$ cat src/rtl/ex_sequencer.sv
// rtl/ex_sequencer.sv - EX-stage control sequencer: decode, MDU launch/timeout, valid/ready handshakes
//
// Ports:
//   clk, rst_n          clock (rising edge), asynchronous active-low reset
//   flush               kills the in-flight instruction (synchronous)
//   in_valid/in_ready   instruction handshake from ID
//   opcode/func3/func7  decoded instruction fields
//   mdu_done            single-cycle MDU completion pulse
//   aluctl/mulctl       registered ALU and MDU operation selects
//   ifuresctl           registered result mux select (0 = ALU, 1 = MDU)
//   mdu_start/abort     one-cycle MDU launch / cancel pulses
//   out_valid/out_ready result handshake to MEM
//   illegal/timeout     result qualifiers, meaningful with out_valid

module ex_sequencer #(
    parameter int IFURES_N    = 2,
    parameter bit ENABLE_M    = 1'b1,
    parameter int MDU_TIMEOUT = 64,
    parameter int TMO_W       = $clog2(MDU_TIMEOUT + 1)
) (
    input  logic                        clk,
    input  logic                        rst_n,
    input  logic                        flush,
    input  logic                        in_valid,
    output logic                        in_ready,
    input  logic [6:0]                  opcode,
    input  logic [2:0]                  func3,
    input  logic [6:0]                  func7,
    input  logic                        mdu_done,
    output logic [3:0]                  aluctl,
    output logic [2:0]                  mulctl,
    output logic                        mdu_start,
    output logic                        mdu_abort,
    output logic [$clog2(IFURES_N)-1:0] ifuresctl,
    output logic                        out_valid,
    input  logic                        out_ready,
    output logic                        illegal,
    output logic                        timeout
);

    localparam int IFW = $clog2(IFURES_N);
    localparam logic [IFW-1:0] RES_ALU = '0;
    localparam logic [IFW-1:0] RES_MDU = IFW'(1);

    localparam logic [3:0] ALU_ADD  = 4'b0000;
    localparam logic [3:0] ALU_SUB  = 4'b0001;
    localparam logic [3:0] ALU_XOR  = 4'b0010;
    localparam logic [3:0] ALU_OR   = 4'b0011;
    localparam logic [3:0] ALU_AND  = 4'b0100;
    localparam logic [3:0] ALU_SLL  = 4'b0101;
    localparam logic [3:0] ALU_SRL  = 4'b0110;
    localparam logic [3:0] ALU_SRA  = 4'b0111;
    localparam logic [3:0] ALU_SLT  = 4'b1000;
    localparam logic [3:0] ALU_SLTU = 4'b1001;

    localparam logic [6:0] OPC_OP     = 7'b0110011;
    localparam logic [6:0] OPC_OP_IMM = 7'b0010011;
    localparam logic [6:0] OPC_LOAD   = 7'b0000011;
    localparam logic [6:0] OPC_STORE  = 7'b0100011;
    localparam logic [6:0] OPC_LUI    = 7'b0110111;
    localparam logic [6:0] OPC_AUIPC  = 7'b0010111;
    localparam logic [6:0] OPC_JAL    = 7'b1101111;
    localparam logic [6:0] OPC_JALR   = 7'b1100111;
    localparam logic [6:0] OPC_BRANCH = 7'b1100011;

    localparam logic [6:0] F7_BASE = 7'b0000000;
    localparam logic [6:0] F7_ALT  = 7'b0100000;
    localparam logic [6:0] F7_MULD = 7'b0000001;

    typedef enum logic [0:0] {
        IDLE = 1'b0,
        BUSY = 1'b1
    } state_t;

    state_t           state_q, state_d;
    logic [TMO_W-1:0] busy_cnt;
    logic             run_q;
    logic             accept;
    logic             produce_alu, launch, finish_ok, finish_tmo;
    logic [3:0]       dec_alu;
    logic             dec_mdu, dec_ill;

    // Instruction decode
    always_comb begin
        dec_alu = ALU_ADD;
        dec_mdu = 1'b0;
        dec_ill = 1'b0;
        case (opcode)
            OPC_OP: begin
                if (func7 == F7_MULD) begin
                    if (ENABLE_M) dec_mdu = 1'b1;
                    else          dec_ill = 1'b1;
                end else if (func7 == F7_BASE || func7 == F7_ALT) begin
                    case (func3)
                        3'b000: dec_alu = func7[5] ? ALU_SUB : ALU_ADD;
                        3'b001: dec_alu = ALU_SLL;
                        3'b010: dec_alu = ALU_SLT;
                        3'b011: dec_alu = ALU_SLTU;
                        3'b100: dec_alu = ALU_XOR;
                        3'b101: dec_alu = func7[5] ? ALU_SRA : ALU_SRL;
                        3'b110: dec_alu = ALU_OR;
                        default: dec_alu = ALU_AND;
                    endcase
                    // Only add/sub and srl/sra have an alternate encoding
                    if (func7[5] && func3 != 3'b000 && func3 != 3'b101)
                        dec_ill = 1'b1;
                end else begin
                    dec_ill = 1'b1;
                end
            end
            OPC_OP_IMM: begin
                // func7 is immediate data except for the shift encodings
                case (func3)
                    3'b000: dec_alu = ALU_ADD;
                    3'b001: begin
                        dec_alu = ALU_SLL;
                        if (func7 != F7_BASE) dec_ill = 1'b1;
                    end
                    3'b010: dec_alu = ALU_SLT;
                    3'b011: dec_alu = ALU_SLTU;
                    3'b100: dec_alu = ALU_XOR;
                    3'b101: begin
                        if (func7 == F7_BASE)     dec_alu = ALU_SRL;
                        else if (func7 == F7_ALT) dec_alu = ALU_SRA;
                        else                      dec_ill = 1'b1;
                    end
                    3'b110: dec_alu = ALU_OR;
                    default: dec_alu = ALU_AND;
                endcase
            end
            OPC_LOAD, OPC_STORE, OPC_LUI, OPC_AUIPC, OPC_JAL, OPC_JALR: begin
                dec_alu = ALU_ADD;
            end
            OPC_BRANCH: begin
                case (func3)
                    3'b000, 3'b001: dec_alu = ALU_SUB;
                    3'b100, 3'b101: dec_alu = ALU_SLT;
                    3'b110, 3'b111: dec_alu = ALU_SLTU;
                    default:        dec_ill = 1'b1;
                endcase
            end
            default: dec_ill = 1'b1;
        endcase
        // Illegal instructions always report the AND encoding
        if (dec_ill) dec_alu = ALU_AND;
    end

    // run_q keeps in_ready low until the first clock after reset release
    assign in_ready = run_q && (state_q == IDLE) && (!out_valid || out_ready) && !flush;
    assign accept   = in_valid && in_ready;

    always_comb begin
        state_d     = state_q;
        produce_alu = 1'b0;
        launch      = 1'b0;
        finish_ok   = 1'b0;
        finish_tmo  = 1'b0;
        case (state_q)
            IDLE: begin
                if (accept) begin
                    if (dec_mdu) begin
                        launch  = 1'b1;
                        state_d = BUSY;
                    end else begin
                        produce_alu = 1'b1;
                    end
                end
            end
            BUSY: begin
                if (flush) begin
                    state_d = IDLE;
                end else if (mdu_done) begin
                    // done on the final allowed cycle still beats the timeout
                    finish_ok = 1'b1;
                    state_d   = IDLE;
                end else if (busy_cnt + TMO_W'(1) == TMO_W'(MDU_TIMEOUT)) begin
                    finish_tmo = 1'b1;
                    state_d    = IDLE;
                end
            end
            default: state_d = IDLE;
        endcase
    end

    always_ff @(posedge clk or negedge rst_n) begin
        if (!rst_n) state_q <= IDLE;
        else        state_q <= state_d;
    end

    always_ff @(posedge clk or negedge rst_n) begin
        if (!rst_n) begin
            run_q     <= 1'b0;
            busy_cnt  <= '0;
            aluctl    <= ALU_ADD;
            mulctl    <= 3'b000;
            ifuresctl <= RES_ALU;
            mdu_start <= 1'b0;
            mdu_abort <= 1'b0;
            out_valid <= 1'b0;
            illegal   <= 1'b0;
            timeout   <= 1'b0;
        end else begin
            run_q     <= 1'b1;
            mdu_start <= launch;
            mdu_abort <= finish_tmo || (flush && state_q == BUSY);

            if (state_q == BUSY && !flush) busy_cnt <= busy_cnt + TMO_W'(1);
            else                           busy_cnt <= '0;

            if (accept) begin
                aluctl    <= dec_alu;
                mulctl    <= dec_mdu ? func3 : 3'b000;
                ifuresctl <= dec_mdu ? RES_MDU : RES_ALU;
            end

            if (flush) begin
                out_valid <= 1'b0;
                illegal   <= 1'b0;
                timeout   <= 1'b0;
            end else if (produce_alu) begin
                out_valid <= 1'b1;
                illegal   <= dec_ill;
                timeout   <= 1'b0;
            end else if (finish_ok || finish_tmo) begin
                out_valid <= 1'b1;
                illegal   <= 1'b0;
                timeout   <= finish_tmo;
            end else if (out_valid && out_ready) begin
                out_valid <= 1'b0;
                illegal   <= 1'b0;
                timeout   <= 1'b0;
            end
        end
    end

endmodule

$ cat config.mk
export PLATFORM = sky130hd
export DESIGN_NAME = ex_sequencer
export DESIGN_NICKNAME = d
export VERILOG_FILES = /design/src/rtl/ex_sequencer.sv
export SDC_FILE = /design/constraint.sdc
export NUM_CORES = 1
export LEC_CHECK = 0
export CELL_PAD_IN_SITES_DETAIL_PLACEMENT = 0
export CELL_PAD_IN_SITES_GLOBAL_PLACEMENT = 1
export CORE_UTILIZATION = 38
export DETAILED_ROUTE_END_ITERATION = 8
export PLACE_DENSITY = 0.86
export SYNTH_ARGS = -nofsm -noshare
export SYNTH_HDL_FRONTEND = slang
export SYNTH_SLANG_ARGS = --single-unit
$ cat constraint.sdc
create_clock -name clk -period 3.63 [get_ports clk]
set_clock_uncertainty 0.2 [all_clocks]
set_input_delay 0.726 -clock clk [delete_from_list [all_inputs] [get_ports clk]]
set_output_delay 0.726 -clock clk [all_outputs]
set_load 0.02 [all_outputs]
==> results.md <==
Yosys:
- The synthesized instance count is between 100 and 150.
- The sequential area share after synthesis is a little over two fifths.
- The netlist area before placement is around 1300 um^2.
- The commonest cells after synthesis are dfrtp_1, nor2_1, nand2_1.
- The synthesized area divided by synthesized cell count is between 9 and 10 um^2.
- The share of synthesized flip-flops with an asynchronous set or reset is 100%.
- The synthesized design contains 22 register bits.
- The total of warnings raised by yosys is 0.
- The most frequently used flop master after synthesis is dfrtp_1.
- Counting flops with a built-in enable in the synthesized netlist gives 0.
- The post-synthesis cell type count is 41.
- Yosys instantiated no cell more often than dfrtp_1.
- The post-synthesis net count is 165.
- The fraction of synthesized cell area taken by the top area cell type is 42.6%.
- In the post-synthesis netlist, the biggest area contributors are dfrtp_1, ha_1, nor2_1, nand2_1, o31ai_2.
- The cell accounting for the most synthesized area is dfrtp_1.

GRT:
- The met1 demand-to-capacity share in global routing is between 20% and 30%.
- Global routing consumed, on the met2 layer, between 30 and 40% of the routing resources.
- The number of global-route vias before repair is approximately 1100.
- Entering global routing, the biggest net connects 23 pins.
- The overflow left after global routing is 0.
- met2 is the most crowded layer.
- The total track usage is 18.2%.
- The global-route wire length before repair is approximately 4900 um.
- For this run, global-route usage on met3 was measured as between 1.5 and 2%.
- The initial antenna violation count is 0.

Setup path:
- The start-to-end type of the worst setup path is in -> out.
- The number of buffers and inverters on the critical path is 2.
- Among the stages of the critical path, the cell type that occurs most often is clkdlybuf4s50_1.
- The depth of the worst register-to-register path is 5.
- The reg-to-reg startpoint is busy_cnt[0].
- The worst setup path is launched from an input port.
- The worst setup path is captured at a primary output.
- The cell family contributing the most delay on the critical path is buffers and inverters.
- Data on the critical path is required at its endpoint by roughly 2.7 ns.
- The capture instance of the worst register-to-register path is illegal.
- For this run, the slowest stage of the critical path takes ~0.6 ns.
- The signal on the critical path passes through clkdlybuf4s50_1 > nor2_1 > and3b_1 > clkdlybuf4s50_1.
- The maximum fanout along the worst path is 5.
- The register-to-register path setup slack is between 1.5 and 2 ns.
- The critical-path cell with the highest stage delay is clkdlybuf4s50_1.
- At the worst endpoint, the arrival time is around 2.1 ns.

STA:
- Setup repair after global routing left no endpoint under its margin.
- Subtracting the final worst setup slack from the clock period gives 3.04 ns.
- The final count of hold timing violations is 0.
- Setup violations remaining at the end of the flow were counted as 0.
- The number of max-slew violations in the final report is 0.
- At the pin with the least slew margin, the transition time is just under 1 ns.
- Based on the critical path, the design can be clocked at up to 329 MHz.
- The fraction of the cycle the final worst path needs is a little over four fifths.
- The worst-case headroom to the max-slew limit is between 30% and 40%.
- The setup TNS is 0 ns.
- The worst hold margin is approximately 0.3 ns.

Place:
- The placement-stage cell area is 1700 um^2.
- The post-detailed-placement half-perimeter wirelength is 2250 um.
- Port buffering added 36 buffers.
- At the end of routability-driven placement, the weighted congestion stood at 0.864.

CTS:
- The later pin in the worst-skew pair is clocked with a latency of slightly above 0.3 ns.
- The total setup buffers inserted after CTS is 0.
- In this run the deepest clock path goes through 2 buffers.
- The number of gates resized after CTS was 0.
- In this run the number of H-tree levels came out at 1.
- For this design, the CTS-stage hold fixing added 0 buffers.
- The number of clock buffers added by TritonCTS is 3.
- The CTS tree is built.
- The post-CTS clock slew at the launch and capture registers of the worst setup and hold paths is around 0.11 ns.
- The cell sitting at the root of the clock tree is a clkbuf_4.
- The clock net in this run drives a total of 22 sinks.

Drt:
- The count of antenna-violating nets left after detailed routing is 0.
- For this run, design rule violations remaining after detail routing come to 0.
- The number of iterations in the first detailed-routing pass is 4.
- The total wire length after detailed routing is around 2900 um.
- The detail-routed via count per cell is approximately 5.3.
- The detailed router placed 1157 vias in this run.
- The detailed-route wire length per cell is 13.2 um.
- The first routing iteration left 44 violations.

Final layout:
- The number of inserted filler cells in the final layout is approximately 300.
- The total non-filler cell area in the finished layout is 1740 um^2.
- The net count of the finished layout is ~200.
- The synthesis-to-finish area growth is 34.7%.
- The number of antenna diodes in the final layout is 0.
- In the final layout, the share of cells above drive strength 1 is 7.47%.

Pwr:
- Across the VDD grid, the largest voltage drop is between 0.0001 and 0.00015 V.
- The sum of internal, switching and leakage power is around 0.46 mW.
- The areal power density over the cells is between 200 and 300 nW/um^2.
- Summed over all cells, the static leakage comes to approximately 0.72 nW.

Floorplan:
- The floorplan has 20 rows.
- The initial utilization of the core area, before any placement, comes to between 40% and 50%.
- The core area is ~3100 um^2.
- 37 I/O pins were placed.
- The floorplan step defined a die boundary enclosing ~3600 um^2.
- The floorplan step set the die height to approximately 60 um.
- The floorplan step set the die width to approximately 60 um.

Flow run:
- The max capacitance violation total is 0.

Status:
- The run finished with clean final reports.

Worst hold path:
- In this run the most critical hold path is launched from ifuresctl.
- For hold timing, the worst endpoint is ifuresctl.
- The cell depth of the worst min-delay path is 1.
- In this run the worst hold path is classified as reg -> reg.
## layout by cell type (no fill, tap or decap), types with 3 or more instances in the layout
master and count:
a21o_1 3, a21oi_1 7, a22o_1 3, clkbuf_4 3, clkdlybuf4s50_1 36, dfrtp_1 22
ha_1 5, inv_1 7, nand2_1 13, nand3_1 3, nor2_1 16, nor2b_1 5
o211ai_1 4, o21ai_0 4, o31ai_2 3, xor2_1 3
## how the worst max path moves through the flow
stage | start | endpoint | slack [ns] | depth (start not counted)
floorplan | func7[3] | illegal | 1.13 | 5
global placement | flush | in_ready | 0.63 | 4
detailed placement | flush | in_ready | 0.61 | 4
CTS | flush | in_ready | 0.60 | 4
global route | flush | in_ready | 0.54 | 4
finish | flush | in_ready | 0.59 | 4
## worst register-to-register path: cells and delay by family (launching register included)
kind / cells / cell delay [ns]
compound gates: 4 / 1.01
flops: 1 / 0.44
simple gates: 1 / 0.26
## kinds of logic after synthesis
kind of cell / Yosys count / share of synthesized area, %
AND/OR/NAND/NOR: 55 / 23.1
AO/OA/AOI/OAI: 37 / 22.3
flip-flops: 22 / 42.6
buffers and inverters: 12 / 3.49
XOR/XNOR: 5 / 3.39
adder cells (fa/ha/maj): 5 / 4.84
other: 1 / 0.290
## layer usage
layer	up-vias	routed length, um
met1	550	1220
met3	5	88
met2	29	1520
met5	-	0
met4	0	57
li1	573	-
## state kept, by name, summed over array words and instances, names as in the netlist
signal and flops:
busy_cnt 7, aluctl 4, mulctl 3, ifuresctl 1, illegal 1, mdu_abort 1, mdu_start 1, out_valid 1
run_q 1, state_q 1, timeout 1
## report_power, final
part	leakage [nW]	internal (mW)	switching (mW)
clock	0.0210	0.0613	0.0735
sequential	0.299	0.248	0.00150
combinational	0.401	0.0382	0.0363
## final cells by class
| type | count | area, um^2 | area share [%] |
|---|---|---|---|
| Timing Repair Buffer | 38 | 375 | 21.6 |
| Sequential cell | 22 | 551 | 31.7 |
| Tap cell | 44 | 55.1 | 3.17 |
| Inverter | 7 | 26.3 | 1.51 |
| Multi-Input combinational cell | 103 | 696 | 40.0 |
| Clock buffer | 4 | 36.3 | 2.09 |
## through the flow
step	worst slack [ns]	utilization [%]	std cells
2_1_floorplan	1.13	-	137
3_3_place_gp	0.628	54.4	214
3_5_place_dp	0.606	54.4	214
4_1_cts	0.600	55.6	218
5_1_grt	0.540	55.6	218
6_report	0.595	55.6	218
Power figures use the tool's default switching activity.
==> patch 1 (same settings) <==
Change the parameter `ENABLE_M` from 1'b1 to 1'b0.
--- a/src/rtl/ex_sequencer.sv
+++ b/src/rtl/ex_sequencer.sv
@@ -14,7 +14,7 @@
 
 module ex_sequencer #(
     parameter int IFURES_N    = 2,
-    parameter bit ENABLE_M    = 1'b1,
+    parameter bit ENABLE_M    = 1'b0,
     parameter int MDU_TIMEOUT = 64,
     parameter int TMO_W       = $clog2(MDU_TIMEOUT + 1)
 ) (
Function: changed (Yosys sat finds a counterexample within 4 cycles, from zero or initial values and one cycle with rst_n low).
==> patch 1 against the unedited design <==
Final area decreased by 17%; wire length decreased by 18%; synthesized area decreased by 14%; first-iteration DRC count decreased by 14%; combinational power increased by 5.1%; hold slack improved by 0.020 ns; setup slack got worse by 0.032 ns; sequential share of layout area decreased by 2.3 points; non-clock buffer count decreased by 7; total power decreased by 18%; critical path depth unchanged; sequential cell count decreased by 5; largest power group unchanged.
==> patch 1: results (changes against the unedited design) <==
* Status: complete, no violations
* GRT Util Overall at 16.0% (-2.2 points)
* Placed Instance Area at 1420 µm² (-16%)
* Arrival @ worst endpoint at 2.14 ns (+0.03 ns)
* Hold wc startpoint: aluctl[1]
* Largest net degree at the start of global routing at 18 (-22%)
* Port buffer count at 31 (-14%)
* Wire per inst at 12.6 µm (-4.5%)
* Post-synthesis xor/xnor area fraction at 3.93% (+0.54 points)
* Max FO, Critical Path at 3 (-2)
* Share of layout cells above drive strength 1 at 5.10% (-2.4 points)
* Inserted Clock Buffers at 3 (unchanged)
* Top cells by count, synth: dfrtp_1 (17), nor2_1 (14), nand2_1 (11)
* Nets@finish at 182 (-10%)
* Post-synthesis mux area share at 0.898% (+0.90 points)
* Origin of the worst setup path: out_ready
* 1st-iter DRT viols at 38 (-14%)
* Max_slew headroom at 49.7% (+14 points)
* Count of cell types in the netlist at 44 (+7.3%)
* Max VDD drop at 0.193 mV (+65%)
* Clk pin slew, worst setup/hold paths at 0.09 ns (-0.02 ns)
* Leak Pwr at 0.591 nW (-18%)
* Ranking of synthesized cells by area: dfrtp_1 (38%), nor2_1 (4.7%), buf_4 (4.0%)
* Vias post-DR at 1041 (-10%)
* Post-synthesis sequential area ratio at 38.2% (-4.5 points)
* Seq. cell area at 425 µm² (-23%)
* Largest regs: busy_cnt x7, aluctl x4
* Vias in the first global route at 972 (-15%)
* Switch share at 27.2% (+2.9 points)
* Compound-Gate Fraction of Synth Area at 22.4% (+0.16 points)
* Syn. warnings at 0 (unchanged)
* FILL cells at 258 (-15%)
patch 1: power by group through the flow:
stage               clock network, W  logic (W)  registers, W
floorplan                          0  0.0000373      0.000200
global placement                   0  0.0000777      0.000197
finish                      0.000102  0.0000783      0.000194
detailed placement                 0  0.0000783      0.000197
global route                0.000116  0.0000857      0.000194
CTS                         0.000105  0.0000785      0.000194
patch 1: cell type report:
| type | instances | share of cell area [%] |
|---|---|---|
| multi-input combinational | 102 | 43.9 |
| sequential | 17 | 29.3 |
| timing repair buffer | 31 | 21.4 |
| tap | 31 | 2.67 |
| clock buffer | 3 | 1.55 |
| inverter | 3 | 0.777 |
| clock inverter | 1 | 0.345 |
patch 1: through the flow:
stage | setup WS, ns | std cells
final | 0.563 | 188
after CTS | 0.557 | 188
after floorplan | 1.47 | 131
after global placement | 0.600 | 184
after global routing | 0.519 | 188
after detailed placement | 0.567 | 184
patch 1: worst max-delay path, stage by stage:
cell             delay [ns]
clkdlybuf4s50_1        0.48
nand2b_1               0.12
and3_1                 0.20
clkdlybuf4s50_1        0.61
patch 1: routing by layer:
| layer | wire length (µm) | part of all wire [%] | vias to the layer above | GRT usage, % |
|---|---|---|---|---|
| met2 | 1100 | 46 | 31 | 27.7 |
| met5 | 0 | 0 | - | 0 |
| met4 | 46 | 1.9 | 0 | 7.32 |
| met3 | 94 | 4.0 | 5 | 2.79 |
| li1 | - | - | 524 | - |
| met1 | 1140 | 48 | 481 | 19.2 |
patch 1: worst paths after layout:
path | to | slack (ns) | depth (start not counted)
max in group asynchronous | aluctl[0] | 2.09 | 1
hold reg to reg | aluctl[1] | 0.31 | 2
setup / recovery | in_ready | 0.56 | 4
setup reg to reg | illegal | 1.54 | 5
hold / removal | aluctl[1] | 0.31 | 2
min in group asynchronous | state_q | 0.66 | 1
==> patch 2 (config.mk and constraints unchanged) <==
Without the edit above. Put one more register stage on the output `timeout`. The value now appears one clock later. The other outputs are not delayed to match. Comments in the files are not updated.
--- a/src/rtl/ex_sequencer.sv
+++ b/src/rtl/ex_sequencer.sv
@@ -71,6 +71,8 @@
         IDLE = 1'b0,
         BUSY = 1'b1
     } state_t;
+
+    logic timeout_s0;
 
     state_t           state_q, state_d;
     logic [TMO_W-1:0] busy_cnt;
@@ -198,7 +200,7 @@
             mdu_abort <= 1'b0;
             out_valid <= 1'b0;
             illegal   <= 1'b0;
-            timeout   <= 1'b0;
+            timeout_s0 <= 1'b0;
         end else begin
             run_q     <= 1'b1;
             mdu_start <= launch;
@@ -216,22 +218,26 @@
             if (flush) begin
                 out_valid <= 1'b0;
                 illegal   <= 1'b0;
-                timeout   <= 1'b0;
+                timeout_s0 <= 1'b0;
             end else if (produce_alu) begin
                 out_valid <= 1'b1;
                 illegal   <= dec_ill;
-                timeout   <= 1'b0;
+                timeout_s0 <= 1'b0;
             end else if (finish_ok || finish_tmo) begin
                 out_valid <= 1'b1;
                 illegal   <= 1'b0;
-                timeout   <= finish_tmo;
+                timeout_s0 <= finish_tmo;
             end else if (out_valid && out_ready) begin
                 out_valid <= 1'b0;
                 illegal   <= 1'b0;
-                timeout   <= 1'b0;
+                timeout_s0 <= 1'b0;
             end
         end
     end
 
+    always_ff @(posedge clk) begin
+        timeout <= timeout_s0;
+    end
+
 endmodule
 
Check against the original RTL: same outputs for any inputs over 10 cycles, from zero or initial values and one cycle with rst_n low; that may be too few to reach the edited logic, so the function may still have changed.
==> patch 2 against the unedited design <==
Non-clock buffer count unchanged; utilization decreased by 2.5 points; wire length increased by 1.7%; total power decreased by 2.1%; global-route usage decreased by 1.3 points; final area increased by 1.9%; setup slack got worse by 0.026 ns; sequential cell count increased by 1; final cell count increased by 3.7%; register-to-register slack got worse by 0.12 ns; via count increased by 0.78%; synthesized area increased by 2.2%; critical endpoint unchanged; highest routed layer unchanged.
==> patch 2: results (changes against the unedited design) <==
* Ys async rst share at 95.7% (-4.3 points)
* Worst Hold Path EP: timeout
* Ranking of synthesized cells by area: dfrtp_1 (42%), nand2_1 (5.4%), ha_1 (4.7%)
* Initial antenna violation count at 0 (unchanged)
* Status: complete, no violations
* Post-synthesis mux area share at 0.853% (+0.85 points)
* Placer congestion estimate at 0.873 (+1.1%)
* First-pass GRT wire length at 4.63 mm (-5.6%)
* Vias post-DR at 1166 (+0.78%)
* Leak Pwr at 0.759 nW (+5.1%)
* Clk pin slew, worst setup/hold paths at 0.12 ns
* Setup TNS at 0 ns (unchanged)
* Max FO, Critical Path at 3 (-2)
* P_int at 0.000342 W (-1.4%)
* Final Hold Slack at 0.214 ns (-0.0777 ns)
* Post-synthesis xor/xnor area fraction at 3.32% (-0.074 points)
* Hold wc startpoint: timeout_s0
* Post-Syn Nets at 168 (+1.8%)
* 1st-iter DRT viols at 57 (+30%)
* Share of layout cells above drive strength 1 at 7.22% (-0.25 points)
* GRT Util Overall at 17.0% (-1.3 points)
* Slew @ Worst Pin at 0.956 ns (-0.00649 ns)
* Reg2Reg Setup Slack at 1.51 ns (-0.12 ns)
* Compound-Gate Fraction of Synth Area at 19.1% (-3.1 points)
* Top cells by count, synth: dfrtp_1 (22), nand2_1 (19), nor2_1 (11)
* Nets@finish at 209 (+3.0%)
* Wire per inst at 13.0 µm (-1.9%)
* Worst r2r src: busy_cnt[0]
* Post-Synth Adder-Cell Area at 4.74% (-0.11 points)
* Drt pass-1 iters at 4 (unchanged)
* Worst R2R Path Depth at 5 (unchanged)
* Max VDD drop at 0.109 mV (-7.0%)
* Post-synthesis sequential area ratio at 43.2% (+0.59 points)
* Clk_lat worst skew at 0.29 ns (-0.02 ns)
* CTS resizes at 0 (unchanged)
* Vias in the first global route at 1096 (-3.9%)
* Origin of the worst setup path: out_ready
* Inserted Clock Buffers at 3 (unchanged)
* DP HPWL at 2.37 mm (+5.5%)
* Worst hold path depth at 0 (-1)
* Count of cell types in the netlist at 42 (+2.4%)
==> patch 2: power groups by stage <==
stage / combinational [W] / clock [W] / sequential, W
2_1_floorplan: 0.0000258 / 0 / 0.000268
3_3_place_gp: 0.0000774 / 0 / 0.000265
3_5_place_dp: 0.0000782 / 0 / 0.000265
4_1_cts: 0.0000782 / 0.000116 / 0.000260
5_1_grt: 0.0000852 / 0.000126 / 0.000261
6_report: 0.0000779 / 0.000111 / 0.000260
==> patch 2: cell families after synthesis <==
kind of cell / after synthesis
and+or+nand+nor: 62
muxes: 1
buffers and inverters: 8
DFF: 23
xor gates and xnor gates: 5
adders and majority gates: 5
other: 1
AOI/OAI and AO/OA: 35
==> patch 2: worst max-delay path by stage <==
stage / to / slack (ns)
after floorplan: aluctl[1] / 1.33
after detailed placement: in_ready / 0.58
final: in_ready / 0.57
after global placement: in_ready / 0.60
after global routing: in_ready / 0.50
after CTS: in_ready / 0.57
==> patch 2: per-layer routing <==
metal | wire (µm) | global-route usage [%] | share of wire [%] | vias to the layer above
li1 | - | - | - | 585
met1 | 1300 | 19.5 | 44 | 545
met2 | 1510 | 32.3 | 51 | 34
met3 | 98 | 2.35 | 3.3 | 2
met4 | 24 | 5.19 | 0.82 | 0
met5 | 0 | 0 | 0 | -
==> patch 2: stage by stage <==
stage                     cell area, µm²  setup slack [ns]  instances  util (%)
final                               1770             0.569        226      53.1
after global routing                1770             0.502        226      53.1
after CTS                           1770             0.572        226      53.1
after detailed placement            1750             0.579        222      52.3
after global placement              1750             0.603        222      52.3
after floorplan                     1320              1.33        140         -
==> patch 2: cell type report <==
type / instances / area [µm²]
Tap cell: 46 / 57.6
Fill cell: 356 / 1570
Timing Repair Buffer: 38 / 375
Sequential cell: 23 / 571
Inverter: 6 / 22.5
Clock buffer: 4 / 26.3
Multi-Input combinational cell: 109 / 719
==> patch 2: critical path, cell delays in order <==
cell and delay, ns:
clkdlybuf4s50_1 0.48, nand2b_1 0.13, and3_1 0.19, clkdlybuf4s50_1 0.61
